===== src/rtl/bram_req_adapter.sv =====
`timescale 1ns/1ps
// bram_req_adapter: valid/ready request front-end for a single-port byte-write BRAM.
// Absorbs the 1-cycle read latency, range-checks addresses and returns in-order responses.
module bram_req_adapter #(
  parameter int unsigned NB_COL     = 4,
  parameter int unsigned COL_WIDTH  = 8,
  parameter int unsigned RAM_DEPTH  = 1024,
  parameter int unsigned ADDR_WIDTH = 32,
  parameter int unsigned RSP_DEPTH  = 3
) (
  input  logic                              clk_i,
  input  logic                              rst_i,
  input  logic                              req_valid_i,
  output logic                              req_ready_o,
  input  logic [ADDR_WIDTH-1:0]             req_addr_i,
  input  logic                              req_we_i,
  input  logic [NB_COL-1:0]                 req_be_i,
  input  logic [NB_COL*COL_WIDTH-1:0]       req_wdata_i,
  output logic                              rsp_valid_o,
  input  logic                              rsp_ready_i,
  output logic [NB_COL*COL_WIDTH-1:0]       rsp_rdata_o,
  output logic                              rsp_err_o,
  output logic                              mem_req_o,
  output logic [$clog2(RAM_DEPTH)-1:0]      mem_addr_o,
  output logic [NB_COL*COL_WIDTH-1:0]       mem_wdata_o,
  output logic [NB_COL-1:0]                 mem_bwe_o,
  input  logic [NB_COL*COL_WIDTH-1:0]       mem_rdata_i
);
  localparam int unsigned DW  = NB_COL * COL_WIDTH;
  localparam int unsigned MW  = $clog2(RAM_DEPTH);
  localparam int unsigned OFS = $clog2(NB_COL);
  localparam int unsigned UW  = ADDR_WIDTH - OFS;
  localparam int unsigned PW  = (RSP_DEPTH > 1) ? $clog2(RSP_DEPTH) : 1;
  localparam int unsigned CW  = $clog2(RSP_DEPTH + 1);
  localparam int unsigned CW1 = CW + 1;

  typedef struct packed {
    logic          err;
    logic [DW-1:0] data;
  } rsp_t;

  logic          in_range_c;
  logic          accept;
  logic          s1_valid;
  logic          s1_we;
  logic          s1_err;
  logic          push;
  logic          pop;
  rsp_t          push_data;
  rsp_t          fifo_mem [RSP_DEPTH];
  logic [PW-1:0] wr_ptr;
  logic [PW-1:0] rd_ptr;
  logic [CW-1:0] count;
  logic          unused_addr_lsbs;

  function automatic logic [PW-1:0] ptr_inc(input logic [PW-1:0] p);
    return (p == PW'(RSP_DEPTH - 1)) ? '0 : p + PW'(1);
  endfunction

  // Credit check: an accepted request always has a FIFO slot waiting for it.
  assign in_range_c  = req_addr_i[ADDR_WIDTH-1:OFS] < UW'(RAM_DEPTH);
  assign req_ready_o = !rst_i && (({1'b0, count} + CW1'(s1_valid)) < CW1'(RSP_DEPTH));
  assign accept      = req_valid_i && req_ready_o;

  assign mem_req_o   = accept && in_range_c;
  assign mem_addr_o  = req_addr_i[OFS +: MW];
  assign mem_wdata_o = req_wdata_i;
  assign mem_bwe_o   = req_we_i ? req_be_i : '0;

  assign unused_addr_lsbs = ^req_addr_i[OFS-1:0];

  always_ff @(posedge clk_i or posedge rst_i) begin
    if (rst_i) begin
      s1_valid <= 1'b0;
      s1_we    <= 1'b0;
      s1_err   <= 1'b0;
    end else begin
      s1_valid <= accept;
      if (accept) begin
        s1_we  <= req_we_i;
        s1_err <= !in_range_c;
      end
    end
  end

  // BRAM read data is only meaningful the cycle after a successful read access.
  assign push           = s1_valid;
  assign pop            = rsp_valid_o && rsp_ready_i;
  assign push_data.err  = s1_err;
  assign push_data.data = (s1_we || s1_err) ? '0 : mem_rdata_i;

  always_ff @(posedge clk_i or posedge rst_i) begin
    if (rst_i) begin
      wr_ptr <= '0;
      rd_ptr <= '0;
      count  <= '0;
    end else begin
      if (push) wr_ptr <= ptr_inc(wr_ptr);
      if (pop)  rd_ptr <= ptr_inc(rd_ptr);
      if (push && !pop)      count <= count + CW'(1);
      else if (!push && pop) count <= count - CW'(1);
    end
  end

  always_ff @(posedge clk_i) begin
    if (push) fifo_mem[wr_ptr] <= push_data;
  end

  assign rsp_valid_o = (count != '0);
  assign rsp_rdata_o = fifo_mem[rd_ptr].data;
  assign rsp_err_o   = fifo_mem[rd_ptr].err;

endmodule


===== config.mk =====
export PLATFORM = sky130hd
export DESIGN_NAME = bram_req_adapter
export DESIGN_NICKNAME = d
export VERILOG_FILES = /design/src/rtl/bram_req_adapter.sv
export SDC_FILE = /design/constraint.sdc
export NUM_CORES = 1
export LEC_CHECK = 0
export ABC_AREA = 1
export CORE_UTILIZATION = 48
export CTS_CLUSTER_DIAMETER = 50
export CTS_CLUSTER_SIZE = 20
export DETAILED_ROUTE_END_ITERATION = 16
export PLACE_DENSITY_LB_ADDON = 0.3
export SKIP_CTS_REPAIR_TIMING = 1
export SLEW_MARGIN = 20
export SYNTH_ARGS = -nofsm -noshare
export SYNTH_HDL_FRONTEND = slang
export SYNTH_SLANG_ARGS = --single-unit

===== constraint.sdc =====
create_clock -name clk_i -period 7.2 [get_ports clk_i]
set_input_delay 1.44 -clock clk_i [delete_from_list [all_inputs] [get_ports clk_i]]
set_output_delay 1.44 -clock clk_i [all_outputs]
set_load 0.05 [all_outputs]

==> results, run 1 <==
- The run finished with clean final reports.
- The number of optimization iterations in the first detailed-route pass is 4.
- The hold violation total from the final report is 0.
- The fraction of registers with async set/reset is 8.33%.
- Synthesis produced a netlist with a net count of between 500 and 600.
- For this run, the top clock speed supported by timing is 199 MHz.
- The number of top-level pins is 187.
- Clock-pin slew was measured on the worst setup and hold paths at 0.09 ns.
- The post-synthesis cell count is 432.
- From synthesis to final layout, the design area changed by 20.1%.
- The cell area that synthesis handed to floorplanning was 0.00499 sq mm.
- The effective utilization at floorplan is between 50% and 60%.
- Max-cap violations in this run came to 0.
- The count of nets left with antenna violations after detail routing is 0.
- Setup slack closes at ~2.2 ns.
- The library cell with the highest instance count after synthesis is sky130_fd_sc_hd__edfxtp_1.
- Along the worst path, the maximum fanout reaches 10.
- The number of nets in the finished design is 599.
- The first global-routing pass estimated 15200 um of wire.
- The endpoint identified for the worst register-to-register timing path is rd_ptr[1]$_DFFE_PP0P_.
- In this run the mean area of a mapped cell was 11.6 sq um.
- The sort of element at the start of the critical path is an input pin.
- The floorplan step set the die width to 104 um.
- The worst hold path stage count is 0.
- The initial antenna violation count is 0.
- The worst register-to-register path has a setup slack of ~5.0 ns.
- Buffers inserted during clock tree synthesis total 9.
- The worst-case IR drop observed on VDD is 0.210 mV.
- The reg-to-reg startpoint is rd_ptr[1]$_DFFE_PP0P_.
- The number of warning messages in the yosys log is 0.
- The final wirelength is 9340 um.
- In the synthesized netlist the dominant register cell turns out to be sky130_fd_sc_hd__edfxtp_1.
- Summed over its instances, the top area cell type makes up approximately three fifths of the synthesized netlist area.
- The via count of the first global-routing pass is around 3200.
- After floorplanning, the core was divided into 36 placement rows.
- The HPWL after detailed placement is 5810 um.
- The data arrival time at the worst-slack endpoint is 3.59 ns.
- The floorplan step defined a core boundary enclosing 0.00991 sq mm.
- 0 antenna diodes ended up in the layout.
- Of the available clock period, the critical path in the final layout requires 69.8%.
- Counting flops and latches in the post-synthesis netlist gives 108.
- The clock network latency to the later pin of the worst-skew pair is 0.36 ns.
- Measured against its own limit, the worst slew margin works out to between 20 and 30%.
- The leakage power is 2.43 nW.
- The worst-case clock skew is 0.00809 ns.
- The number of buffer cells added on primary ports is 100.
- The pin count of the biggest net entering global routing is 36.
- Counting flops with a built-in enable in the synthesized netlist gives 99.
- The minimum setup slack after placement is 2.13 ns.
- The clock tree from TritonCTS is yes.
- No sink is reached through more buffers than the 2 on the longest clock path.
- For this block, the initial DRC count from the detailed router was 126.
- Of the synthesized area, sequential elements account for between 60% and 70%.
- After detailed routing, the number of vias per cell comes to roughly 5.0.
- The endpoint class of the critical path is an output pin.
- In the synthesized netlist, the cells that appear most often are sky130_fd_sc_hd__edfxtp_1, sky130_fd_sc_hd__inv_1, sky130_fd_sc_hd__nand2_1, sky130_fd_sc_hd__nor2_1, sky130_fd_sc_hd__buf_4.
- Setup repair after global routing left no endpoint under its margin.
- In the final routed layout, each cell accounts on average for 14.8 um.
- The path class of the tightest hold or removal check is reg -> reg.
- The final-layout setup total negative slack is 0 ns.
- The total of endpoints with negative setup slack in the final report is 0.
- The power density over the cells is 376 mW/mm^2.
- The congestion estimate from routability-driven global placement came to 0.730.
- The share of cells above drive strength 1 is about 11%.
- For the pin with the worst max-slew slack, the measured transition is 1.07 ns.
- The total number of H-tree levels is 3.
- The top cell type by total area after synthesis is sky130_fd_sc_hd__edfxtp_1.
- The worst hold path terminates at fifo_mem[1][32]$_DFFE_PP_.
- On the final layout, the worst hold slack is about 0.51 ns.
- The global route total overflow is 0.
- In the global route stage, overall resource usage came out at 18.0%.
- The root buffer cell chosen for the clock tree is sky130_fd_sc_hd__clkbuf_8.
- The final max-slew violation count is 0.
- The count of vias placed by the detailed router is 3137.
- CTS saw 108 sinks.
- In this run the most critical hold path is launched from s1_err$_DFFE_PP0P_.
- The worst setup path is of the in -> out kind.
- For the worst setup path, the data required time is 5.76 ns.
- Yosys mapped the design onto 23 distinct sky130hd cell types.
- The DRC violations left is 0.
- Measured along the y axis, the die boundary spans 104 um.
- Counting cells, the worst reg-to-reg path comes to 4.
- The launching element of the worst setup path is rst_i.
- In the post-synthesis netlist, the biggest area contributors are sky130_fd_sc_hd__edfxtp_1, sky130_fd_sc_hd__o211ai_2, sky130_fd_sc_hd__buf_4, sky130_fd_sc_hd__inv_1, sky130_fd_sc_hd__dfrtp_1.
- The die area is 0.0108 sq mm.
- The final critical delay including setup and external delays is approximately 5.0 ns.
[logic make-up (layout without fill, tap and decap cells)]
family | Yosys count | count (layout) | share of synthesized area, %
and+or+nand+nor | 135 | 135 | 11.2
AOI/OAI and AO/OA | 42 | 42 | 8.97
xor gates and xnor gates | 2 | 2 | 0.351
buffers and inverters | 142 | 206 | 14.7
DFF | 108 | 108 | 64.1
adders and majority gates | 3 | 3 | 0.752
[metal layers]
metal / part of all wire (%) / track usage (%) / up-vias / wire length [um]
met5: 0 / 0 / - / 0
met4: 0.97 / 4.80 / 0 / 91
met3: 6.9 / 5.51 / 20 / 640
met2: 50 / 30.4 / 123 / 4710
met1: 42 / 22.6 / 1492 / 3890
li1: - / - / 1502 / -
[metrics by stage]
stage,cell area [sq um],power [mW],utilization [%],instances
global placement,5810,1.93,58.6,613
floorplan,4990,1.67,-,432
finish,5990,2.25,60.5,629
global route,5990,2.36,60.5,629
CTS,5990,2.27,60.5,629
detailed placement,5820,1.95,58.7,613
[final cells by class]
cell class | count | area [sq um]
tap | 133 | 166
sequential | 108 | 3200
clock buffer | 9 | 124
clock inverter | 7 | 51.3
inverter | 82 | 309
timing repair buffer | 108 | 1060
multi-input combinational | 182 | 1080
fill | 828 | 3920
[registers in the layout, indices dropped and copies added, names as in the netlist]
register and cells:
rd_ptr 2, push 1, s1_err 1, fifo_mem 99, wr_ptr 2, count 2
s1_we 1
[power by group]
group	switching (mW)	leakage (nW)	internal, mW
clock	0.202	0.0893	0.128
combinational	0.762	1.31	0.349
sequential	0.0447	1.03	0.765
total	1.01	2.43	1.24
[worst max-delay path, cell delays in order]
cell and delay (ns):
sky130_fd_sc_hd__clkdlybuf4s50_1 0.41, sky130_fd_sc_hd__inv_1 0.29, sky130_fd_sc_hd__nand3_1 0.18, sky130_fd_sc_hd__nor2_1 0.22
sky130_fd_sc_hd__nand2_1 0.08, sky130_fd_sc_hd__nor2_1 0.13, sky130_fd_sc_hd__clkdlybuf4s50_1 0.84
[worst max path at each step]
stage                     slack, ns         to
after floorplan                3.03  mem_req_o
after global placement         2.17  mem_req_o
after detailed placement       2.13  mem_req_o
after CTS                      2.12  mem_req_o
after global routing           1.96  mem_req_o
final                          2.17  mem_req_o
[placed cells by master (no fill, tap or decap)]
cell | netlist | routed
sky130_fd_sc_hd__ha_1 | 3 | 3
sky130_fd_sc_hd__nand2_1 | 49 | 49
sky130_fd_sc_hd__clkinv_1 | 1 | 2
sky130_fd_sc_hd__and2_0 | 1 | 1
sky130_fd_sc_hd__edfxtp_1 | 99 | 99
sky130_fd_sc_hd__nor2_1 | 47 | 47
sky130_fd_sc_hd__nand3_1 | 34 | 34
sky130_fd_sc_hd__nor3_2 | 0 | 2
sky130_fd_sc_hd__buf_4 | 42 | 8
sky130_fd_sc_hd__inv_1 | 81 | 81
sky130_fd_sc_hd__clkinv_2 | 0 | 1
sky130_fd_sc_hd__o21bai_1 | 2 | 2
sky130_fd_sc_hd__clkbuf_8 | 0 | 9
sky130_fd_sc_hd__xor2_1 | 1 | 1
sky130_fd_sc_hd__dfrtp_1 | 9 | 9
sky130_fd_sc_hd__or2_2 | 0 | 1
sky130_fd_sc_hd__o21ai_0 | 4 | 4
sky130_fd_sc_hd__clkinv_4 | 0 | 3
sky130_fd_sc_hd__clkdlybuf4s50_1 | 0 | 100
sky130_fd_sc_hd__a21oi_1 | 3 | 3
sky130_fd_sc_hd__inv_6 | 0 | 2
sky130_fd_sc_hd__nor3_4 | 0 | 1
sky130_fd_sc_hd__o211ai_1 | 3 | 3
sky130_fd_sc_hd__o211ai_2 | 30 | 30
sky130_fd_sc_hd__xnor2_1 | 1 | 1
Power figures use the tool's default switching activity.
==> run 2, diff against run 1 <==
--- a/config.mk
+++ b/config.mk
@@ -6,7 +6,7 @@
 export NUM_CORES = 1
 export LEC_CHECK = 0
 export ABC_AREA = 1
-export CORE_UTILIZATION = 48
+export CORE_UTILIZATION = 40
 export CTS_CLUSTER_DIAMETER = 50
 export CTS_CLUSTER_SIZE = 20
 export DETAILED_ROUTE_END_ITERATION = 16
==> constraint.sdc (replaced) <==
create_clock -name clk_i -period 4.2 [get_ports clk_i]
set_input_delay 0.84 -clock clk_i [delete_from_list [all_inputs] [get_ports clk_i]]
set_output_delay 0.84 -clock clk_i [all_outputs]
set_load 0.05 [all_outputs]
==> run 2 against run 1 <==
- wire length grew 5.6%
- non-clock buffer count grew 3
- first-iteration DRC count fell by 22%
- global-route usage shrank 2.0 points
- final cell count rose by 6.0%
- die area rose by 20%
- clock power up 140%
- critical endpoint unchanged
- largest power group unchanged
- highest routed layer unchanged
==> results, run 2 (synthesis results as in run 1) <==
- The run finished with clean final reports.
- The clock net sink count was 108 (unchanged).
- The final critical delay including setup and external delays is 3.54 ns.
- The via count of the first global-routing pass is 3279 (+3.2%).
- The height of the die is 114 um (+9.4%).
- The critical path is of the in -> out type.
- The placer's final routability congestion estimate was 0.708 (-3.0%).
- The most common library cell in the layout ignoring fill and taps is sky130_fd_sc_hd__edfxtp_1.
- The sort of element at the start of the critical path is an input pin.
- The leakage power is 2.52 nW (+3.8%).
- The number of standard cells in the final layout excluding fillers was 667 (+6.0%).
- The placed standard-cell area is 0.00579 sq mm (-0.41%).
- The final-layout worst hold slack is 0.512 ns (-0.00231 ns).
- The count of inserted antenna diode cells is 0 (unchanged).
- The die area is 0.0129 sq mm (+20%).
- The data required time of the critical path is 3.36 ns (-2.40 ns).
- The number of flip-flops under the largest register name was 99 (unchanged).
- The count of nets left with antenna violations after detail routing is 0 (unchanged).
- The clock tree from TritonCTS is yes.
- The multi-input combinational cell area is 0.00108 sq mm (-0.58%).
- Walking the worst path, the cells encountered are clkdlybuf4s50_1 -> inv_1 -> nand3_1 -> nor2_1 -> nand2_1 -> nor2_1 -> clkdlybuf4s50_1.
- The number of top-level pins is 187 (unchanged).
- In this run the critical register-to-register path is captured at fifo_mem[1][32]$_DFFE_PP_.
- Leaving out fill and tap cells, the most frequent cells in the layout are sky130_fd_sc_hd__edfxtp_1, sky130_fd_sc_hd__inv_1, sky130_fd_sc_hd__clkdlybuf4s50_1.
- The largest fanout of any net on the critical path is 4 (-6).
- The number of optimization iterations in the first detailed-route pass is 4 (unchanged).
- The clock slew at the register clock pins of the worst setup and hold paths is 0.07 ns (-0.02 ns).
- In this run the critical register-to-register path is launched from push$_DFF_PP0_.
- Relative to the synthesized area, the layout overhead comes to 21.7%.
- The setup slack on the worst flop-to-flop path is 2.14 ns (-2.86 ns).
- The total CTS buffers was 9 (unchanged).
- The highest achievable clock rate is roughly 280 MHz.
- The worst hold path stage count is 0 (unchanged).
- The initial antenna violation count is 0 (unchanged).
- The final max-slew violation count is 0 (unchanged).
- The effective utilization at floorplan is 41.2% (-9.2 points).
- The filler cell count in the final layout is 1123 (+36%).
- The total number of H-tree levels was 3 (unchanged).
- The post-route standard cell area excluding fillers is 0.00608 sq mm (+1.4%).
- The register area is 0.00320 sq mm (unchanged).
- The power density over the cells is 668 mW/mm^2 (+78%).
- The kind of path behind the tightest hold check is reg -> reg.
- The number of buffer cells added on primary ports was 100 (unchanged).
- The global route total overflow is 0 (unchanged).
- The library cell contributing the largest single delay on the critical path is sky130_fd_sc_hd__clkdlybuf4s50_1.
- The share of cells above drive strength 1 came to 18.8% (+7.3 points).
- The count of placed standard cells including taps is 651 (+6.2%).
- The gate family responsible for the most delay along the worst path is buffers and inverters.
- The final wirelength is 9860 um (+5.6%).
- The core area is 0.0121 sq mm (+22%).
- The count of vias placed by the detailed router is 3134 (-0.096%).
- The HPWL reported at the end of detailed placement is 6340 um (+9.2%).
- The data arrival time at the worst-slack endpoint is 2.70 ns (-0.89 ns).
- The highest ir drop seen on vdd is 0.266 mV (+26%).
- The clock network latency to the later pin of the worst-skew pair is 0.34 ns (-0.02 ns).
- The global router's overall resource usage is 16.0% (-2.0 points).
- The pin count of the biggest net entering global routing is 36 (unchanged).
- The biggest cell delay along the critical path was 0.83 ns (about the same).
- The number of cells on the worst reg-to-reg path is 3 (-1).
- The core utilization of the finished layout was 50.2% (-10 points).
- The total of endpoints with negative setup slack in the final report is 0 (unchanged).
- The most flop-heavy register is fifo_mem.
- The first-pass GRT wire length is 15900 um (+4.5%).
- The worst slew slack as a fraction of its limit is 46.1% (+17 points).
- The transition time at the pin with the least slew margin came to 0.804 ns (-0.262 ns).
- The floorplan row count is 40 (+11%).
- The path with the worst hold slack has its endpoint at fifo_mem[0][32]$_DFFE_PP_.
- The worst-case clock skew is 0.0108 ns (+0.00269 ns).
- Setup repair after global routing left no endpoint under its margin.
- The number of nets in the finished design is 602 (+0.50%).
- The vias per cell came to 4.70 (-5.8%).
- The worst setup path is captured at an output pin.
- The per-cell routed wire length is 14.8 um (-0.40%).
- The DRC violations left is 0 (unchanged).
- The beginning of the worst hold path is s1_err$_DFFE_PP0P_.
- The post-route fraction of the period consumed by the critical path is 84.4%.
- The die extent in x was 114 um (+9.4%).
- The tree is rooted in a sky130_fd_sc_hd__clkbuf_16.
- The final-layout setup total negative slack came to 0 ns (unchanged).
- The number of max-cap violations was 0 (unchanged).
- The hold violation total from the final report came to 0 (unchanged).
- The violation count after the first detailed-routing iteration is 98 (-22%).
- The total buffers and inverters traversed by the critical path is 3 (unchanged).
- The maximum number of buffers from clock root to sink is 2 (unchanged).
[run 2: cell count changes in the layout (fill, tap and decap cells not counted)]
cell	change
sky130_fd_sc_hd__nor3_4	-1
sky130_fd_sc_hd__clkinv_4	-2
sky130_fd_sc_hd__clkbuf_8	-9
sky130_fd_sc_hd__clkinvlp_4	+2
sky130_fd_sc_hd__nor3_2	+1
sky130_fd_sc_hd__clkdlybuf4s50_1	-33
sky130_fd_sc_hd__clkinv_1	-1
sky130_fd_sc_hd__buf_4	+36
sky130_fd_sc_hd__inv_8	+1
sky130_fd_sc_hd__clkbuf_16	+9
[run 2: cell type report]
type,count,share of cell area [%]
multi-input combinational,182,17.7
sequential,108,52.6
clock inverter,7,0.947
clock buffer,9,3.71
tap,168,3.46
inverter,82,5.07
timing repair buffer,111,16.5
[run 2: worst reg2reg max path: stages, from the launching register on]
cell,delay (ns)
sky130_fd_sc_hd__dfrtp_1,0.44
sky130_fd_sc_hd__inv_1,0.12
sky130_fd_sc_hd__nor3_2,0.62
sky130_fd_sc_hd__buf_4,0.52
[run 2: layer usage]
layer	vias to the layer above	global-route usage, %	wire length, um
met2	118	28.2	4860
met3	13	3.72	582
met5	-	0	0
met4	0	5.35	121
met1	1498	19.4	4300
li1	1505	-	-
[run 2: power breakdown]
part	switching [mW]	internal, mW	total (mW)
logic	1.35	0.550	1.90
registers	0.0473	1.31	1.36
clock network	0.388	0.411	0.799
[run 2: how the worst max path moves through the flow]
stage | cells past startpoint | start | slack [ns] | to
3_5_place_dp | 7 | rst_i | 0.64 | mem_req_o
5_1_grt | 8 | push$_DFF_PP0_ | 0.46 | mem_req_o
2_1_floorplan | 2 | push$_DFF_PP0_ | 0.97 | fifo_mem[2][0]$_DFFE_PP_
3_3_place_gp | 7 | rst_i | 0.65 | mem_req_o
6_report | 7 | rst_i | 0.66 | mem_req_o
4_1_cts | 7 | rst_i | 0.63 | mem_req_o
[run 2: through the flow]
stage          power, mW  setup slack (ns)
6_report            4.06             0.655
5_1_grt             4.25             0.464
4_1_cts             4.11             0.627
3_5_place_dp        3.32             0.637
3_3_place_gp        3.29             0.646
2_1_floorplan       2.86             0.966
